## src/rtl/mage_dma_ch_driver.sv

```systemverilog
// Initiator end of one Mage HW-FIFO DMA channel.
// Moves len words per transfer between a memory-side valid/ready stream and
// the Mage push/pop FIFO interface. A DEPTH-entry circular buffer decouples
// the two sides and provides the single register stage in the data path.
module mage_dma_ch_driver #(
  parameter int DATA_W = 32,
  parameter int DEPTH  = 4,
  parameter int CNT_W  = 16
) (
  input  logic              clk_i,
  input  logic              rst_n_i,
  input  logic              start_i,
  input  logic              dir_i,
  input  logic [CNT_W-1:0]  len_i,
  input  logic              clear_i,
  output logic              busy_o,
  output logic              done_o,
  input  logic              mem_valid_i,
  input  logic [DATA_W-1:0] mem_data_i,
  output logic              mem_ready_o,
  output logic              mem_valid_o,
  output logic [DATA_W-1:0] mem_data_o,
  input  logic              mem_ready_i,
  output logic              fifo_push_o,
  output logic [DATA_W-1:0] fifo_data_o,
  input  logic              fifo_full_i,
  output logic              fifo_pop_o,
  input  logic              fifo_empty_i,
  input  logic [DATA_W-1:0] fifo_data_i
);
  localparam int AW = $clog2(DEPTH);
  localparam int PW = AW + 1;

  typedef enum logic [1:0] {IDLE, RUN, DONE} state_e;

  state_e                        state_q, state_d;
  logic                          dir_q, dir_d;
  logic [CNT_W-1:0]              len_q, len_d;
  logic [CNT_W-1:0]              in_cnt_q, in_cnt_d;
  logic [CNT_W-1:0]              out_cnt_q, out_cnt_d;
  logic [PW-1:0]                 wptr_q, wptr_d;
  logic [PW-1:0]                 rptr_q, rptr_d;
  logic [DEPTH-1:0][DATA_W-1:0]  buf_q;

  logic              run, in_left, buf_empty, buf_full;
  logic              wr_en, rd_en;
  logic [DATA_W-1:0] wr_data, head;

  // Buffer status and handshakes; ready/pop qualifiers use registered state
  // only, so nothing combinational runs from the far side's flow control
  // into the near side's ready.
  assign run       = (state_q == RUN);
  assign in_left   = (in_cnt_q < len_q);
  assign buf_empty = (wptr_q == rptr_q);
  assign buf_full  = (wptr_q[AW] != rptr_q[AW]) &&
                     (wptr_q[AW-1:0] == rptr_q[AW-1:0]);
  assign head      = buf_q[rptr_q[AW-1:0]];

  assign mem_ready_o = run & ~dir_q & in_left & ~buf_full;
  assign fifo_push_o = run & ~dir_q & ~buf_empty & ~fifo_full_i;
  assign fifo_data_o = (run & ~dir_q & ~buf_empty) ? head : '0;

  assign fifo_pop_o  = run & dir_q & ~fifo_empty_i & ~buf_full & in_left;
  assign mem_valid_o = run & dir_q & ~buf_empty;
  assign mem_data_o  = mem_valid_o ? head : '0;

  assign wr_en   = dir_q ? fifo_pop_o : (mem_valid_i & mem_ready_o);
  assign wr_data = dir_q ? fifo_data_i : mem_data_i;
  assign rd_en   = dir_q ? (mem_valid_o & mem_ready_i) : fifo_push_o;

  assign busy_o = (state_q != IDLE);
  assign done_o = (state_q == DONE);

  // Next state: counters follow the buffer traffic; completion looks at the
  // post-increment output count so DONE lands the cycle after the last beat.
  always_comb begin
    state_d   = state_q;
    dir_d     = dir_q;
    len_d     = len_q;
    wptr_d    = wptr_q + PW'(wr_en);
    rptr_d    = rptr_q + PW'(rd_en);
    in_cnt_d  = in_cnt_q + CNT_W'(wr_en);
    out_cnt_d = out_cnt_q + CNT_W'(rd_en);
    unique case (state_q)
      IDLE: begin
        if (start_i) begin
          dir_d     = dir_i;
          len_d     = len_i;
          wptr_d    = '0;
          rptr_d    = '0;
          in_cnt_d  = '0;
          out_cnt_d = '0;
          state_d   = (len_i == '0) ? DONE : RUN;
        end
      end
      RUN:     if (out_cnt_d == len_q) state_d = DONE;
      DONE:    state_d = IDLE;
      default: state_d = IDLE;
    endcase
    // Abort wins over everything, including a same-cycle start.
    if (clear_i) begin
      state_d   = IDLE;
      wptr_d    = '0;
      rptr_d    = '0;
      in_cnt_d  = '0;
      out_cnt_d = '0;
    end
  end

  // Control state registers.
  always_ff @(posedge clk_i or negedge rst_n_i) begin
    if (!rst_n_i) begin
      state_q   <= IDLE;
      dir_q     <= 1'b0;
      len_q     <= '0;
      in_cnt_q  <= '0;
      out_cnt_q <= '0;
      wptr_q    <= '0;
      rptr_q    <= '0;
    end else begin
      state_q   <= state_d;
      dir_q     <= dir_d;
      len_q     <= len_d;
      in_cnt_q  <= in_cnt_d;
      out_cnt_q <= out_cnt_d;
      wptr_q    <= wptr_d;
      rptr_q    <= rptr_d;
    end
  end

  // Buffer storage; cleared on reset so the head never shows X.
  always_ff @(posedge clk_i or negedge rst_n_i) begin
    if (!rst_n_i) begin
      buf_q <= '0;
    end else if (wr_en) begin
      buf_q[wptr_q[AW-1:0]] <= wr_data;
    end
  end
endmodule

```

## config.mk

```make
export PLATFORM = sky130hd
export DESIGN_NAME = mage_dma_ch_driver
export DESIGN_NICKNAME = d
export VERILOG_FILES = /design/src/rtl/mage_dma_ch_driver.sv
export SDC_FILE = /design/constraint.sdc
export NUM_CORES = 1
export LEC_CHECK = 0
export BUFFER_PORTS_ARGS = -buffer_cell sky130_fd_sc_hd__buf_2
export CAP_MARGIN = 20
export CORE_UTILIZATION = 52
export DETAILED_ROUTE_END_ITERATION = 8
export PLACE_DENSITY = 0.86
export SLEW_MARGIN = 25
export SYNTH_ARGS = -nofsm -noshare
export SYNTH_HDL_FRONTEND = slang
export SYNTH_SLANG_ARGS = --single-unit
```

## constraint.sdc

```tcl
create_clock -name clk_i -period 3.39 [get_ports clk_i]
set_input_delay 0.5085 -clock clk_i [delete_from_list [all_inputs] [get_ports clk_i]]
set_output_delay 0.5085 -clock clk_i [all_outputs]
set_load 0.05 [all_outputs]
```

# After elaboration in Yosys (flattened, before gate mapping)
# Cells that the tools add are included.
# classes
add_sub_neg	4
magnitude_cmp	4
eq_ne	8
muxes	27
bitwise	17
reduce_logical	7
# ops
cell	count
2-to-1 mux 32 bit	5
bitwise mux 128 bit	1
2-to-1 mux 16 bit	6
binary-select mux 32 bit (select 2 bit)	1
demux 32 bit (select 2 bit)	1
adder 16 x 1 -> 16 bit	2
2-to-1 mux 3 bit	6
equality test 16 bit	1
logical NOT 16 bit	1
< comparator 16 bit	1
AND 1 bit	12
2-to-1 mux 2 bit	4
adder 3 x 1 -> 3 bit	2
< comparator 2 x 3 -> 1 bit (second input constant)	2
NOT 1 bit	5
case mux 2 bit (2 select lines)	1
AND reduction 2 bit	2
equality test 3 bit	1
inequality test 3 x 2 -> 1 bit (second input constant)	1
inequality test 3 bit (second input constant)	1
equality test 2 x 1 -> 1 bit (second input constant)	1
equality test 2 bit	1
equality test 2 bit (second input constant)	1
greater-or-equal comparator 2 x 1 -> 1 bit (second input constant)	1
5 further kinds	7
# totals
ff_bits	185
inputBits	89
out_inout_bits	70

# Logic depth before layout (Yosys ltp)
# logic_depth
word_depth	10
ltp_mapped	15
ltp_nobuf	15

# Worst setup path before layout
# Ideal clock, no wire load.
# synth_path
path_type	flip-flop to flip-flop
start	register rptr_q[0]
end	register state_q[1]
setup_ns	0.067
arrival_ns	3.238
required_time_ns	3.323
slack_ns	0.086
stages_incl_launch_ff	14
path_buffers	2
cell_sequence	dfrtp_1 > buf_2 > xnor2_1 > a311oi_1 > clkbuf_1 > and2_1 > ha_1 > nand4_1 > nor2_1 > nand2_1 > xnor3_1 > or3_1 > nor4_1 > a41o_1
# synth_between
elab_chain_cells	9
word_cells_on_any_way	11
# synth_rtl
item	line	text
from (decl)	42	logic [PW-1:0] rptr_q, rptr_d;
from (signal assigned)	127	rptr_q <= rptr_d;
equality test 3 bit (*)	54	assign buf_empty = (wptr_q == rptr_q);
NOT 1 bit (*)	60, 64	
AND 1 bit (on tied branches)	60, 64	
AND 1 bit (on tied branches)	60, 69	
2-to-1 mux 1 bit (*)	69	assign rd_en = dir_q ? (mem_valid_o & mem_ready_i) : fifo_push_o;
adder 16 x 1 -> 16 bit (*)	83	out_cnt_d = out_cnt_q + CNT_W'(rd_en);
equality test 16 bit (*)	96	RUN: if (out_cnt_d == len_q) state_d = DONE;
inequality test 3 x 2 -> 1 bit (no line) (*)	-	
AND reduction 2 bit (no line) (*)	-	
to (signal assigned)	121	state_q <= state_d;
to (decl)	36	state_e state_q, state_d;
# Every way passes the cells marked *; elsewhere a longest branch is shown, timed or not.
# A chain may end at the register's enable or synchronous reset.

# Worst setup path after layout
# layout_path
start	register rptr_q[0]
end	output port fifo_data_o[21]
# layout_between
elab_chain_cells	4
word_cells_on_any_way	6
# layout_rtl
item	line	text
equality test 3 bit	54	
NOT 1 bit	61	assign fifo_data_o = (run & ~dir_q & ~buf_empty) ? head : '0;
AND 1 bit	61	
2-to-1 mux 32 bit (*)	61	
to (decl)	25	output logic [DATA_W-1:0] fifo_data_o,
# Every way passes the cells marked *; elsewhere a longest branch is shown, timed or not. The select of a mux whose other input is x is not followed.

==> impl_results.md <==
* Fmax at 315 MHz
* Max cap viols at 0
* Cell Rows at 49
* Post-synth EDFFs at 0
* Clock slew at reported path FFs at 0.07 ns
* Die Ht at 138 um
* TritonCTS Sinks at 185
* WS Path Type: flip-flop to primary output
* First-pass GRT wire length at 35,000 um
* Commonest cells in the netlist: dfrtp_1, mux2_2, nor2_1
* Period Utilization, post-route at 93.7%
* Share of cells above drive strength 1 at 44.8%
* Ys Warns at 0
* Synthesized instance count at 761
* Total Nets Final at 1,029
* Total negative setup slack at 0 ns
* CTS resizes at 0
* Max VDD drop at 394 uV
* Crit path time final at 3.18 ns
* Total CTS buffers at 17
* Final instance area at 0.0114 mm^2
* Hold Vio Cnt, Final at 0
* Syn_area_per_cell at 12.7 um^2
* Worst-Skew Late Latency at 0.44 ns
* Max-slew headroom at 45.4%
* IO buf count at 158
* CP arrival at 2.67 ns
* Highest net fanout along the worst path at 34
* Drt pass-1 iters at 6
* Slew @ Worst Pin at 0.818 ns
* Initial Utilization at 53.4%
* Status: finished with violations
* Power per cell area at 530 mW/mm^2
* H-Tree Depth at 4
* Wl on met1 at 9390 um
* Sequential cell area fraction in the yosys report at 47.9%
* Clock Tree Buf Depth at 2
* RSZ-0062 raised after global routing: no
* Antenna violations before repair at 1
* Non-filler cells, final at 1,160
* Post-DRT Antenna Nets at 0
* Placed instance area at 0.0108 mm^2
* Crit end category: primary output
* Synth top area share at 47.9%
* Worst Setup Start Kind: flip-flop
* Global router's overall resource usage at 23.3%
* Met3 Wirelength at 775 um
* CTS root buf: clkbuf_16
* Hold crit path type: input pin to async pin
* GRT overflow at 0
* Fill count at 1,323
* Failing checks: design-rule violations
* Wire per inst at 18.1 um
* Ys async rst share at 100%
* Top cells by area, synth: dfrtp_1, mux2_2, mux4_2
* Synth Flop Type: dfrtp_1
* Post-CTS Hold Buffers at 0
* Worst clock skew at 0.0141 ns
* # DRC at 20
* DR vias at 6,423
* Final setup fails at 0
* Die ar. at 0.0191 mm^2
* PnR Total Power at 0.00604 W
* Ports at 159
* Setup repair bufs after CTS at 0
* DP Wirelength at 14,400 um
* Vias/cell at 5.54
* Max-slew violations at 0
* Largest net degree at the start of global routing at 90
* Drt total wl at 21,000 um
* CTS tree: built
* Met2 wire length at 10,600 um
* Count leader, synth: dfrtp_1
* Syn Std Cell Area at 0.00966 mm^2
* Static Leak at 5.61 nW
* Syn Nets at 873
* Die Width at 138 um
* GP Congestion at 0.891
* #FFs+latches synth at 185
* Area growth syn-to-layout at 18.1%
* Cells after DPL at 1,127
* 1st-iter DRT viols at 334
* Top layer in use: met4
* Vias in the first global route at 6,712
* Area leader, netlist: dfrtp_1
* Yosys cell types at 41
* Worst Path Required at 2.88 ns
* Core Box Area at 0.0181 mm^2
-- path summary, 6_finish.rpt --
check,from,endpoint,slack [ns],cells past startpoint
worst max-delay path,rptr_q[0],fifo_data_o[21],0.21,7
min in group clk_i,len_i[15],len_q[15],0.29,3
worst max register to register,rptr_q[0],state_q[0],0.26,11
worst min register to register,buf_q[5],buf_q[5],0.49,1
max in group asynchronous,rst_n_i,len_q[3],2.43,2
worst min-delay path,rst_n_i,buf_q[41],0.14,1
-- cell type report --
class                      count  area (um^2)  area share (%)
multi-input combinational    514         4810            42.1
sequential                   185         4630            40.6
timing repair buffer         179          992            8.70
clock buffer                  17          425            3.73
tap                          229          287            2.51
clock inverter                15          188            1.64
inverter                      20         75.1           0.658
antenna                        1         2.50          0.0219
-- state kept, by name, indices dropped and copies added (netlist names) --
register,count
buf_q,128
in_cnt_q,16
len_q,16
out_cnt_q,16
rptr_q,3
wptr_q,3
state_q,2
dir_q,1
-- metal layers --
metal / GRT usage (%) / up-vias
li1: - / 3025
met1: 31.2 / 3228
met2: 39.1 / 148
met3: 4.19 / 22
met4: 6.80 / 0
met5: 0 / -
-- layout by cell type (no fill, tap or decap), drive strengths merged, types with 2 or more instances in the layout --
master	n
dfrtp	185
buf	179
mux2	162
nor2	47
and2	41
and3	35
nand2	34
mux4	32
xnor2	29
inv	24
ha	23
o21ai	19
xor2	18
clkbuf	17
nand4	13
nand3	12
nor4	8
a21o	7
nor3	6
clkinv	6
clkinvlp	4
nand2b	3
a21oi	3
or2	3
nor2b	3
xnor3	2
a31oi	2
o211ai	2
-- per-stage QoR --
step           utilization (%)  hold slack (ns)  worst slack (ns)
2_1_floorplan                -            0.213            0.0860
3_3_place_gp              59.7            0.464             0.375
3_5_place_dp              59.7            0.483             0.333
4_1_cts                   63.1            0.168             0.188
5_1_grt                   63.1            0.195            0.0366
6_report                  63.1            0.137             0.214
-- report_power, final --
| group | internal, W | total [W] | leakage (nW) | switching [W] |
|---|---|---|---|---|
| Clock | 0.00106 | 0.00201 | 0.282 | 0.000951 |
| Combinational | 0.000697 | 0.00123 | 2.93 | 0.000530 |
| Sequential | 0.00259 | 0.00281 | 2.40 | 0.000223 |
-- critical path, cell delays in order (launching register included) --
cell and delay (ns):
dfrtp_2 0.41, xnor2_1 0.18, a311oi_4 0.32, buf_4 0.39, nor2b_2 0.24, buf_4 0.26, and2_1 0.17, buf_2 0.26
-- cells by family after synthesis --
family / count (synthesis) / synth area share (%)
DFF: 185 / 47.9
muxes: 194 / 27.5
buffers and inverters: 62 / 2.80
adders and majority gates: 23 / 2.98
and+or+nand+nor: 210 / 11.5
AOI/OAI and AO/OA: 38 / 2.60
xor gates and xnor gates: 49 / 4.73
Note: power is estimated with default switching activity, not from simulation.
